$ cat config.mk
export PLATFORM = sky130hd
export DESIGN_NAME = rom_streamer
export DESIGN_NICKNAME = d
export VERILOG_FILES = /design/src/rtl/rom_streamer.sv
export SDC_FILE = /design/constraint.sdc
export NUM_CORES = 1
export LEC_CHECK = 0
export BUFFER_PORTS_ARGS = -buffer_cell sky130_fd_sc_hd__buf_2
export CELL_PAD_IN_SITES_DETAIL_PLACEMENT = 1
export CELL_PAD_IN_SITES_GLOBAL_PLACEMENT = 1
export CORE_MARGIN = 1
export CORE_UTILIZATION = 35
export CTS_BUF_LIST = sky130_fd_sc_hd__clkbuf_8
export CTS_CLUSTER_SIZE = 14
export DETAILED_ROUTE_END_ITERATION = 10
export GPL_TIMING_DRIVEN = 0
export PLACE_DENSITY_LB_ADDON = 0.1
export SLEW_MARGIN = 15
export SYNTH_ARGS = -nofsm -noshare
export SYNTH_HDL_FRONTEND = slang
export SYNTH_SLANG_ARGS = --single-unit
$ cat constraint.sdc
create_clock -name clock -period 1.65 [get_ports clock]
set_clock_uncertainty 0.1 [all_clocks]
set_input_delay 0.165 -clock clock [delete_from_list [all_inputs] [get_ports clock]]
set_output_delay 0.165 -clock clock [all_outputs]
set_load 0.005 [all_outputs]
$ cat src/rtl/rom_streamer.sv
// Streams every word of a combinational ROM out through a valid/ready port,
// one word per FETCH/OFFER pair, while accumulating a running checksum.
module rom_streamer #(
    parameter int ADDR_WIDTH = 2,
    parameter int DATA_WIDTH = 4
) (
    input  logic                             clock,
    input  logic                             reset,
    input  logic                             start,
    output logic [ADDR_WIDTH-1:0]            rom_addr,
    input  logic [DATA_WIDTH-1:0]            rom_data,
    output logic [DATA_WIDTH-1:0]            out_data,
    output logic                             out_valid,
    input  logic                             out_ready,
    output logic                             busy,
    output logic                             done,
    output logic [ADDR_WIDTH+DATA_WIDTH-1:0] checksum
);

    localparam int CW = ADDR_WIDTH + DATA_WIDTH;
    localparam logic [ADDR_WIDTH-1:0] LAST = '1;

    typedef enum logic [1:0] {IDLE, FETCH, OFFER, DONE} state_t;

    state_t state, state_nxt;
    logic   last;

    assign last = (rom_addr == LAST);

    always_ff @(posedge clock or negedge reset) begin
        if (!reset) state <= IDLE;
        else        state <= state_nxt;
    end

    always_comb begin
        state_nxt = state;
        case (state)
            IDLE:    if (start) state_nxt = FETCH;
            FETCH:   state_nxt = OFFER;
            OFFER:   if (out_ready) state_nxt = last ? DONE : FETCH;
            DONE:    state_nxt = IDLE;
            default: state_nxt = IDLE;
        endcase
    end

    // rom_addr doubles as the word pointer; it parks on the last address
    // through DONE and only returns to zero on the way back to IDLE.
    always_ff @(posedge clock or negedge reset) begin
        if (!reset) begin
            rom_addr <= '0;
            out_data <= '0;
            checksum <= '0;
        end else begin
            case (state)
                IDLE: begin
                    if (start) begin
                        rom_addr <= '0;
                        checksum <= '0;
                    end
                end
                FETCH: begin
                    out_data <= rom_data;
                    checksum <= checksum + CW'(rom_data);
                end
                OFFER: begin
                    if (out_ready && !last) rom_addr <= rom_addr + ADDR_WIDTH'(1);
                end
                DONE:    rom_addr <= '0;
                default: ;
            endcase
        end
    end

    // Handshake outputs decode state only, so out_ready never reaches out_valid.
    assign out_valid = (state == OFFER);
    assign busy      = (state != IDLE);
    assign done      = (state == DONE);

endmodule

# Yosys cells after proc, flatten, opt, wreduce, memory -nomap -nowiden
# Cells that the tools add are included.
word_totals:
  register_bits: 14
  input_bits: 8
  ramBits: 0
  mem_count: 0
  wordCells: 31
  out_inout_bits: 15
  mem_bits_ro: 0
  latchBits: 0
op_classes:
  n_eq_ne: 7
  n_addsub: 2
  n_mul: 0
  order_cmp: 0
  mux: 9
  div: 0
  n_shift: 0
  n_bitwise: 0
  reduce_logical: 9
ops:
  columns: ["op", "n"]
  rows:
  - ["6-bit one-hot mux with 2 select lines", 1]
  - ["2-bit two-way mux", 5]
  - ["2-bit one-hot mux with 4 select lines", 1]
  - ["6-bit by 4-bit adder with 6-bit output", 1]
  - ["2-bit equality test, second input constant", 3]
  - ["6-bit two-way mux", 1]
  - ["2-bit one-hot mux with 3 select lines", 1]
  - ["2-bit by 1-bit != test with 1-bit output, second input constant", 2]
  - ["2-bit AND reduction", 2]
  - ["2-bit nonzero test", 2]
  - ["3-bit AND reduction", 1]
  - ["3-bit nonzero test", 1]
  - ["2-bit by 1-bit adder with 2-bit output, second input constant", 1]
  - ["2-bit by 1-bit equality test with 1-bit output, second input constant", 1]
  - ["2-bit zero test", 1]
  - ["2-bit != test, second input constant", 1]
  - ["1-bit logical AND", 1]
  - ["1-bit zero test", 1]

# Depth between registers and ports, before layout
depth:
  word_depth: 5
  depth_mapped: 6
  mapped_depth_nobuf: 6

# Least setup slack after synthesis
# Ideal clock, no wire load.
synth_timing:
  kind: "register to register"
  startpoint: "reg checksum[0]"
  endpoint: "reg checksum[4]"
  synth_period_minus_slack_ns: 1.684
  slack_ns: -0.034
  t_required_ns: 1.458
  arrival_time_ns: 1.492
  setup_time_ns: 0.092
  stages_incl_launch_ff: 7
  path_buffers: 0
  cell_sequence: "dfrtp_1 > ha_1 > fa_1 > a21o_1 > a21oi_1 > o21ai_1 > o31ai_2"
synth_between:
  elab_chain_cells: 2
synth_lines:
  columns: ["element", "line", "source"]
  rows:
  - ["start: declaration", "17", "output logic [ADDR_WIDTH+DATA_WIDTH-1:0] checksum"]
  - ["start signal: assignment", "63", "checksum <= checksum + CW'(rom_data);"]
  - ["6-bit by 4-bit adder with 6-bit output", "63", null]
  - ["6-bit one-hot mux with 2 select lines", "54", "case (state)"]
# Every way passes these cells.
# A chain may end at the register's enable or synchronous reset.

# Worst setup path in the final report
# Same ends and word-level chain as after synthesis.

==> results.ini <==
[floorplanning]
die_h_um = 48.7
die_area_um2 = 2370
core_region_area_um2 = 2000
initial_core_util_pct = 38.1
io-pin-count = 23
core.rowCount = 16
die_w_um = 48.7

[setup_path]
crit_required_ps = 1710
critPathCaptureType = flip-flop
crit_arrival_ps = 1680
cp-start-kind = flip-flop
crit_type = reg2reg
cp_cell_sequence = ha_4, fa_2, a21o_1, a21oi_2, o21ai_1, o31ai_2
cp_slowest_cell = dfrtp_1
slowest_delay_ps = 410
crit_fanout = 3

[final_layout]
area_delta_synth_final_pct = 32.3
stdcell_count = 129
n_antenna_cell = 0
final_layout_size_suffix_gt1_share_pct = 40.2
fin_nets = 118
fin_area_um2 = 1010
n_fill_cell = 237

[sta]
setup_viol = 0
rsz0062_at_grt = true
fin_crit_sh_pct = 98.2
slew_violations = 0
fmax_mhz = 617
slew_headroom_pct = 65.9
fin_crit_ps = 1620
fin_hold_ws_ps = 32.8
worst_pin_slew_ps = 509
finalHoldViolCount = 0

[clocking]
cts-root-buf = clkbuf_8
cts_htree_levels = 1
clock_latency_ps = 250
cts.path.max_buffers = 2
cts_buffers = 3
cts_num_sinks = 14
cts_tree = built
path_clk_slew_ps = 50

[logic_synthesis]
yosys_most_used_dff = dfrtp_1
syn_area_per_cell_um2 = 10.2
ys_warn_count = 0
yosys.area.top_type = dfrtp_1
syn_area_um2 = 762
synth_edf_count = 0
synth_xor_area_share_pct = 2.30
synthTopCellsByCount = 20 x nand2_1, 14 x dfrtp_1, 5 x ha_1, 5 x o21ai_0, 3 x nor2_1
synth_top_area_share_pct = 46.0
synth_most_common_cell = nand2_1
syn_nets = 89
synth_compound_area_share_pct = 14.3
synth_seq_cells = 14
synth_top_family_by_area = simple AND/OR/NAND/NOR gates
synth_fa_ha_area_share_pct = 10.8
synth_cells = 75
yosysSeqAreaShare_pct = 46.0
synthSimpleGateAreaFrac_pct = 21.5
async_flop_share_pct = 100
synth_cell_types = 28
synth_area_leaders = dfrtp_1 46%, nand2_1 9.9%, ha_1 8.2%
synth_mux_area_share_pct = 2.63

[routing]
drt_wl_total_mm = 1.78
ant_nets = 0
vias_per_cell = 4.97
vias = 641
drt_iter0_drc = 4
dr.pass1.iters = 3
drc_errors = 0
wl_per_cell_um = 13.8

[pwr]
ir_drop_v = 0.000800
p_leak_uw = 0.000520
p_per_area_nw_per_um2 = 1770

[placed_design]
place_area_um2 = 910
io_buffers = 22
place.gp.congestion = 0.789
hpwl_mm = 1.28
dp.cells = 124

[global_route]
grt_max_degree = 15
grt_usage_pct = 17.5
grt.overflow.total = 0
grt_pass1_wl_mm = 3.10
antenna_found_initial = 0
grt_pass1_vias = 680

[min_path]
hold_class = in2reg

[job]
drv_cap = 0

[status]
status = complete, no violations

==> cell usage in the layout (no fill, tap or decap), drive strengths merged, types with 3 or more instances in the layout <==
| cell type | Yosys | layout |
|---|---|---|
| buf | 1 | 24 |
| clkbuf | 0 | 3 |
| dfrtp | 14 | 14 |
| ha | 5 | 5 |
| nand2 | 21 | 21 |
| nor2 | 4 | 4 |
| o21ai | 6 | 6 |
==> where the power goes <==
| part | leakage, µW | switching, µW | internal [µW] |
|---|---|---|---|
| clock | 0.0000216 | 120 | 162 |
| sequential | 0.000180 | 136 | 490 |
| combinational | 0.000318 | 453 | 422 |
| total | 0.000520 | 709 | 1070 |
==> flip-flops by register name, summed over array words and instances, names as in the netlist <==
name,count
checksum,6
out_data,4
rom_addr,2
state,2
==> worst max-delay path, delay by kind of cell, from the launching register on <==
kind | cells | cell delay, ps
DFF | 1 | 410
adders and majority gates | 2 | 540
AOI/OAI and AO/OA | 4 | 490
==> cell families after synthesis <==
kind of cell / count (synthesis)
flip-flops: 14
buffers and inverters: 3
multiplexers: 2
XOR/XNOR: 2
AND/OR/NAND/NOR: 33
AO/OA/AOI/OAI: 15
adder cells (fa/ha/maj): 6
==> path summary, 6_finish.rpt <==
path                                    end   startpoint  depth (start not counted)  slack, ps
max in group asynchronous       checksum[4]        reset                          2        950
min in group asynchronous       out_data[0]        reset                          2        260
worst min register to register  out_data[0]  out_data[0]                          2        370
worst max-delay path            checksum[4]  checksum[0]                          6         30
worst max register to register  checksum[4]  checksum[0]                          6         30
worst min-delay path            out_data[2]  rom_data[2]                          3         30
==> per-stage QoR <==
stage               setup slack, ps  power, µW  setup TNS, ps  utilization (%)
CTS                            4.76       1750              0             48.3
global route                  -73.1       1950           -101             50.4
detailed placement            -79.8       1450          -79.8             45.4
floorplan                      3.51       1140              0                -
finish                         29.0       1780              0             50.4
global placement              -47.3       1400          -47.3             45.4
==> repair_timing <==
item	in CTS	in global routing
pin swaps	0	4
buffers inserted	0	1
hold endpoints to repair	14	0
resized for setup	2	4
hold buffers	1	0
cloned	0	0
setup endpoints to repair	1	2
==> routing by layer <==
layer / share of wire (%) / vias up / routed length, µm / GRT usage [%]
met5: 0 / - / 0 / 0
met4: 1.1 / 0 / 19 / 4.41
met3: 4.6 / 3 / 82 / 5.66
met2: 52 / 15 / 933 / 29.2
met1: 42 / 316 / 749 / 21.8
li1: - / 307 / - / -
==> final cells by class <==
type                    count  area, µm²  share of cell area, %
plain buffers               1       11.3                   1.12
multi-input cells          58        437                   43.3
inverters                   2       7.51                  0.744
repair buffers             24        128                   12.7
well taps                  27       33.8                   3.35
flip-flops and latches     14        350                   34.7
clock buffers               3       41.3                   4.09
(Power assumes the default switching activity.)
